==> src/rtl/traffic_phase_sequencer.sv <==
`default_nettype none
// ============================================================================
// Module  : traffic_phase_sequencer
// Brief   : Tick-timed phase register and registered lamp decode for a
//           two-road junction; optional flashing-amber mode (TRAFFIC_FLASH_EN).
// Revision: 1.0 - initial release
// ============================================================================
module traffic_phase_sequencer #(
    parameter int TICK_DIV    = 50000000,
    parameter int GREEN_TICKS = 5,
    parameter int PHASE_TICKS = 3
) (
    input  logic       clk,
    input  logic       rst_n,
`ifdef TRAFFIC_FLASH_EN
    input  logic       flash,
`endif
    input  logic [2:0] nxt_s,
    output logic [2:0] s,
    output logic [2:0] light_a,
    output logic [2:0] light_b,
    output logic       phase_load
);

    localparam int c_PRESC_W   = (TICK_DIV > 2) ? $clog2(TICK_DIV) : 1;
    localparam int c_DWELL_MAX = (GREEN_TICKS > PHASE_TICKS) ? GREEN_TICKS : PHASE_TICKS;
    localparam int c_DWELL_W   = $clog2(c_DWELL_MAX + 1);

    localparam logic [c_PRESC_W-1:0] c_PRESC_LAST  = c_PRESC_W'(TICK_DIV - 1);
    localparam logic [c_DWELL_W-1:0] c_DWELL_GREEN = c_DWELL_W'(GREEN_TICKS);
    localparam logic [c_DWELL_W-1:0] c_DWELL_PHASE = c_DWELL_W'(PHASE_TICKS);
    localparam logic [c_DWELL_W-1:0] c_DWELL_ONE   = c_DWELL_W'(1);

    localparam logic [2:0] c_OFF = 3'b000;
    localparam logic [2:0] c_GRN = 3'b001;
    localparam logic [2:0] c_YEL = 3'b010;
    localparam logic [2:0] c_RED = 3'b100;
    localparam logic [2:0] c_RNY = 3'b110;

    logic [c_PRESC_W-1:0] r_presc;
    logic [c_DWELL_W-1:0] r_dwell;
    logic [2:0]           r_s;
    logic [2:0]           r_lightA;
    logic [2:0]           r_lightB;
    logic                 r_phaseLoad;
    logic                 w_tick;
    logic                 w_expire;
`ifdef TRAFFIC_FLASH_EN
    logic                 r_flashPrev;
    logic                 r_flashOdd;
`endif

    assign w_tick   = (r_presc == c_PRESC_LAST);
    assign w_expire = w_tick && (r_dwell == c_DWELL_ONE);

    // Returns {road A, road B}; green never appears on both halves.
    function automatic logic [5:0] lampDecode(input logic [2:0] st);
        case (st)
            3'd0:    lampDecode = {c_GRN, c_RED};
            3'd1:    lampDecode = {c_YEL, c_RED};
            3'd2:    lampDecode = {c_RED, c_RED};
            3'd3:    lampDecode = {c_RED, c_RNY};
            3'd4:    lampDecode = {c_RED, c_GRN};
            3'd5:    lampDecode = {c_RED, c_YEL};
            3'd6:    lampDecode = {c_RED, c_RED};
            default: lampDecode = {c_RNY, c_RED};
        endcase
    endfunction

    function automatic logic [c_DWELL_W-1:0] dwellFor(input logic [2:0] st);
        dwellFor = (st == 3'd0 || st == 3'd4) ? c_DWELL_GREEN : c_DWELL_PHASE;
    endfunction

    always_ff @(posedge clk or negedge rst_n) begin
        if (!rst_n) begin
            r_presc     <= '0;
            r_dwell     <= c_DWELL_GREEN;
            r_s         <= 3'd0;
            r_lightA    <= c_GRN;
            r_lightB    <= c_RED;
            r_phaseLoad <= 1'b0;
`ifdef TRAFFIC_FLASH_EN
            r_flashPrev <= 1'b0;
            r_flashOdd  <= 1'b0;
`endif
        end else begin
            r_phaseLoad <= 1'b0;
            r_presc     <= w_tick ? '0 : r_presc + 1'b1;
`ifdef TRAFFIC_FLASH_EN
            r_flashPrev <= flash;
            if (flash) begin
                // Lamps follow the parity the tick counter will hold after this edge.
                r_flashOdd <= r_flashOdd ^ w_tick;
                if (r_flashOdd ^ w_tick) begin
                    r_lightA <= c_OFF;
                    r_lightB <= c_OFF;
                end else begin
                    r_lightA <= c_YEL;
                    r_lightB <= c_YEL;
                end
            end else if (r_flashPrev) begin
                r_flashOdd            <= 1'b0;
                r_s                   <= 3'd2;
                r_dwell               <= c_DWELL_PHASE;
                r_presc               <= '0;
                {r_lightA, r_lightB}  <= lampDecode(3'd2);
                r_phaseLoad           <= 1'b1;
            end else
`endif
            if (w_expire) begin
                r_s                  <= nxt_s;
                r_dwell              <= dwellFor(nxt_s);
                {r_lightA, r_lightB} <= lampDecode(nxt_s);
                r_phaseLoad          <= 1'b1;
            end else if (w_tick && r_dwell != '0) begin
                r_dwell <= r_dwell - 1'b1;
            end
        end
    end

    assign s          = r_s;
    assign light_a    = r_lightA;
    assign light_b    = r_lightB;
    assign phase_load = r_phaseLoad;

endmodule
`default_nettype wire

==> config.mk <==
export PLATFORM = sky130hd
export DESIGN_NAME = traffic_phase_sequencer
export DESIGN_NICKNAME = d
export VERILOG_FILES = /design/src/rtl/traffic_phase_sequencer.sv
export SDC_FILE = /design/constraint.sdc
export NUM_CORES = 1
export LEC_CHECK = 0
export CORE_ASPECT_RATIO = 0.9
export CORE_UTILIZATION = 55
export CTS_CLUSTER_SIZE = 8
export DETAILED_ROUTE_END_ITERATION = 10
export GPL_TIMING_DRIVEN = 0
export HOLD_SLACK_MARGIN = 0.03
export PLACE_DENSITY = 0.76
export SYNTH_ARGS = -nofsm -noshare
export SYNTH_HDL_FRONTEND = slang
export SYNTH_SLANG_ARGS = --single-unit
export TNS_END_PERCENT = 50
==> constraint.sdc <==
create_clock -name clk -period 4.1 [get_ports clk]
set_input_delay 0.82 -clock clk [delete_from_list [all_inputs] [get_ports clk]]
set_output_delay 0.82 -clock clk [all_outputs]
set_load 0.005 [all_outputs]
After elaboration in Yosys (flattened, before gate mapping). Cells that the tools add are included.

Register bits after elaboration: 39.

Add/subtract/negate cells: 2. Equal/unequal tests: 8. Multiplexer cells: 6. Reduce and logical (&&, ||, !) cells: 7.

Operator list (number): case mux 6 bit (6 select lines) (1); adder 26 x 1 -> 26 bit, second input constant (1); == test 26 bit, second input constant (1); two-way mux 26 bit (1); == test 3 bit, second input constant (3); two-way mux 3 bit (3); == test 3 x 1 -> 1 bit, second input constant (2); == test 3 x 2 -> 1 bit, second input constant (2); zero test 3 bit (1); nonzero test 3 bit (1); subtractor 3 x 1 -> 3 bit, second input constant (1); logical AND 1 bit (2); nonzero test 2 bit (1); OR reduction 2 bit (1); logical OR 1 bit (1); two-way mux 1 bit (1).

Logic depth before layout (Yosys ltp).
Depth in word-level cells: 4. Gate-level depth with buffers: 6.

Worst setup path before layout. OpenSTA, ideal clock, no wires.

Path kind: reg2reg. From: register r_presc[0]. To: register r_s[0], in the netlist s[0]. Setup time: 125 ps. Arrival: 1921 ps. Data required time: 3975 ps. Path slack: 2054 ps. Stages on the path, launching flop included: 6. Path buffers: 0. Clock period less this slack: 2046 ps. Path through: dfrtp_1 -> ha_1 -> and4_1 -> nand3_1 -> nor4_4 -> mux2_2.

Longest elaborated chain between the ends: 2.

RTL lines: start: declaration (line 40) `logic [c_PRESC_W-1:0] r_presc;`; start signal: assignment (line 88) `r_presc <= w_tick ? '0 : r_presc + 1'b1;`; == test 26 bit (line 53) `assign w_tick = (r_presc == c_PRESC_LAST);`; logical AND 1 bit (line 54) `assign w_expire = w_tick && (r_dwell == c_DWELL_ONE);`; end signal: assignment (line 111) `r_s <= nxt_s;`; end: declaration (line 42) `logic [2:0] r_s;`.

No other way between the ends. A chain may end at the register's enable or synchronous reset.

Final worst setup path.
From: register r_presc[0]. To: register r_presc[24].

Longest elaborated chain between the ends: 2. Elaborated cells on any way between the ends: 3. Those cells by class: add/sub (1); eq/ne (1); mux (1).

RTL lines (line): adder 26 x 1 -> 26 bit or == test 26 bit (tied branches) (88, 53); two-way mux 26 bit * (88).

Every way passes the cells marked *; elsewhere a longest branch is shown, timed or not.

==> flow_summary.json <==
{
  "final.setup_skew_ns": 0.00927,
  "power_density_nw_per_um2": 288,
  "critical-path-top-delay-family": "simple AND/OR/NAND/NOR gates",
  "timing.critical_path.arrival_ns": 2.73,
  "io_buffers": 14,
  "ys_warn_count": 0,
  "worst-r2r-setup-slack_ns": 1.54,
  "synth_top_cells_by_area": "sky130_fd_sc_hd__dfrtp_1 (45%), sky130_fd_sc_hd__dfstp_2 (5.4%), sky130_fd_sc_hd__xnor2_1 (4.5%)",
  "grt_pass1_vias": 1388,
  "tns_ns": 0,
  "routed_wire_length_per_instance_um": 15.6,
  "post_cts_hold_buffer_count": 0,
  "worst-setup-path-type": "reg -> reg",
  "overflow": 0,
  "worst_skew_pair.late_latency_ns": 0.29,
  "vias": 1441,
  "finalHoldViolations": 0,
  "timing_max_transition_violations_final": 0,
  "setup_viol_count_final": 0,
  "timing.critical_path.fanout_max": 7,
  "synthesis.nets": 187,
  "synth_top_cells_by_count": "sky130_fd_sc_hd__dfrtp_1 (35), sky130_fd_sc_hd__nand3_1 (12), sky130_fd_sc_hd__nand2_1 (10), sky130_fd_sc_hd__nor2_1 (10), sky130_fd_sc_hd__xnor2_1 (10)",
  "grt_antenna_before_repair": 0,
  "max_slew_margin_pct": 10.1,
  "syn-mean-instance-area_um2": 11.0,
  "grt_start_max_net_pins": 40,
  "asyncSetResetFlopFracSynth_pct": 100,
  "ys.flop_type": "sky130_fd_sc_hd__dfrtp_1",
  "cp_common_cell": "sky130_fd_sc_hd__nand4_1",
  "synth_most_common_cell": "sky130_fd_sc_hd__dfrtp_1",
  "finish.net_count": 208,
  "num_io_pins": 15,
  "rsz0062_at_grt": "no",
  "detail_routed_via_count_per_cell": 5.91,
  "crit_chain": "ha_1 -> nand4_1 -> nor4_1 -> nand4_1 -> xnor2_1",
  "timing.critical_path.buf_inv": 0,
  "synth_sequential_area_ratio_pct": 50.1,
  "startpoint_type": "flop",
  "max_freq_mhz": 391,
  "syn_to_final_growth_pct": 13.8,
  "drive_gt1_share_pct": 14.5,
  "core.rowCount": 20,
  "hpwlAfterDp_um": 2680,
  "start_util_pct": 57.9,
  "postCtsResizedCells": 0,
  "cells_after_synthesis": 178,
  "number_of_enable_type_register_cells_in_the_synthesized_netlist": 0,
  "crit_path_capture_type": "flop",
  "drt_first_iter_violations": 100,
  "cts_root_buffer": "sky130_fd_sc_hd__clkbuf_8",
  "die_height_um": 58.6,
  "clock_sinks": 39,
  "clk_path_buf_depth": 2,
  "drtAntennaViolNets": 0,
  "cts.clk_slew.worst_paths_ns": 0.07,
  "multi_input_area_um2": 926,
  "postSynthRegisterBits": 39,
  "cts_tree": "yes",
  "finalNonFillerCells": 244,
  "synth_area_um2": 1960,
  "wire_length_of_the_first_global_routing_pass_um": 6580,
  "grt_util_all_layers_pct": 22.9,
  "placeableCoreArea_um2": 3380,
  "drv.max_cap_violation_count": 0,
  "drt_pre_antenna_iters": 4,
  "htree_num_levels": 2,
  "totalWireLength_um": 3800,
  "share_of_the_clock_period_used_by_the_worst_path_pct": 62.4,
  "design.die.area_um2": 3800,
  "ir_worst_vdd_v": 0.000172,
  "num_antenna_cells": 0,
  "p_leak_nw": 0.943,
  "worstPathRequired_ns": 4.27,
  "final_period_minus_worst_setup_slack_ns": 2.56,
  "place.gp.congestion": 0.799,
  "hold_start": "r_presc[22]",
  "hp-class": "reg -> reg",
  "proportion_of_netlist_area_held_by_the_largest_area_contributor_pct": 44.8,
  "worst_path_max_delay_cell": "sky130_fd_sc_hd__nor4_1",
  "die_width_um": 64.9,
  "yosysUniqueCellTypes": 39,
  "regArea_um2": 981,
  "startpoint": "r_presc[0]",
  "post-place-cells": 236,
  "fillerInstances": 264,
  "worst_pin_slew_ns": 1.34,
  "synth_top_area_cell": "sky130_fd_sc_hd__dfrtp_1",
  "slowest_delay_ns": 1.15,
  "cts_made_buffers": 5,
  "r2r_start": "r_presc[0]",
  "run_status": "complete, no violations",
  "postCtsSetupBuffers": 0,
  "route.detailed.drc": 0
}
cells in the final DEF (no fill, tap or decap), drive strengths merged:
| cell | Yosys | final |
|---|---|---|
| a221o | 1 | 1 |
| o41a | 1 | 1 |
| and4 | 5 | 5 |
| nand2b | 3 | 3 |
| nor2b | 2 | 2 |
| o31ai | 6 | 6 |
| buf | 4 | 5 |
| nand3 | 12 | 12 |
| a21oi | 5 | 5 |
| ha | 4 | 4 |
| a2bb2oi | 1 | 1 |
| or4 | 5 | 5 |
| o22a | 1 | 1 |
| mux2 | 7 | 7 |
| clkbuf | 0 | 8 |
| nor3 | 5 | 5 |
| a2111oi | 1 | 1 |
| nor4b | 2 | 2 |
| nor4 | 4 | 4 |
| a31o | 2 | 2 |
| inv | 8 | 8 |
| dfstp | 4 | 4 |
| and3 | 2 | 2 |
| o21ai | 2 | 2 |
| dfrtp | 35 | 35 |
| nand3b | 1 | 1 |
| or3 | 2 | 2 |
| o311ai | 1 | 1 |
| nor3b | 1 | 1 |
| clkdlybuf4s50 | 0 | 13 |
| xnor2 | 10 | 10 |
| nor2 | 10 | 10 |
| nand2 | 10 | 10 |
| xor2 | 6 | 6 |
| nand4 | 9 | 9 |
| mux2i | 5 | 5 |
| and2 | 1 | 1 |
state kept, by name (all words and copies together), names as in the netlist:
signal / flops
r_presc: 26
light_a: 3
light_b: 3
r_dwell: 3
s: 3
phase_load: 1
metal layers:
metal | global-route usage, % | wire (um) | share of wire, %
met4 | 7.62 | 51 | 1.3
met3 | 4.65 | 131 | 3.4
met5 | 0 | 0 | 0
met1 | 33.6 | 1870 | 49
met2 | 33.8 | 1750 | 46
cell families after synthesis:
family                     synth area share (%)
muxes                                      6.59
AOI/OAI and AO/OA                          7.86
adders and majority gates                  2.56
DFF                                        50.1
buffers and inverters                      2.56
xor gates and xnor gates                   7.16
and+or+nand+nor                            23.1
stage by stage:
step	util [%]	cell area (um2)	hold slack, ns	total power [mW]	worst slack, ns
3_3_place_gp	63.7	2150	0.464	0.408	1.36
5_1_grt	65.9	2230	0.501	0.665	1.40
6_report	65.9	2230	0.486	0.642	1.54
3_5_place_dp	63.6	2150	0.473	0.409	1.57
2_1_floorplan	-	1960	0.438	0.395	2.05
4_1_cts	65.9	2230	0.485	0.651	1.57
area by class of cell:
cell class	count	area share, %
timing repair buffer	14	6.07
multi-input combinational	127	41.6
sequential	39	44.0
buffer	4	0.899
clock buffer	8	3.60
tap	44	2.47
inverter	8	1.35
path summary, 6_finish.rpt:
kind	end	depth (start not counted)
max reg2reg	r_presc[24]	5
min reg2reg	r_presc[22]	1
min	r_presc[22]	1
min in group asynchronous	r_presc[17]	1
max in group asynchronous	light_b[0]	1
max	r_presc[24]	5
power breakdown:
group / internal [mW] / switching [mW]
logic: 0.00479 / 0.0111
clock network: 0.121 / 0.120
registers: 0.385 / 0
Power figures use the tool's default switching activity.
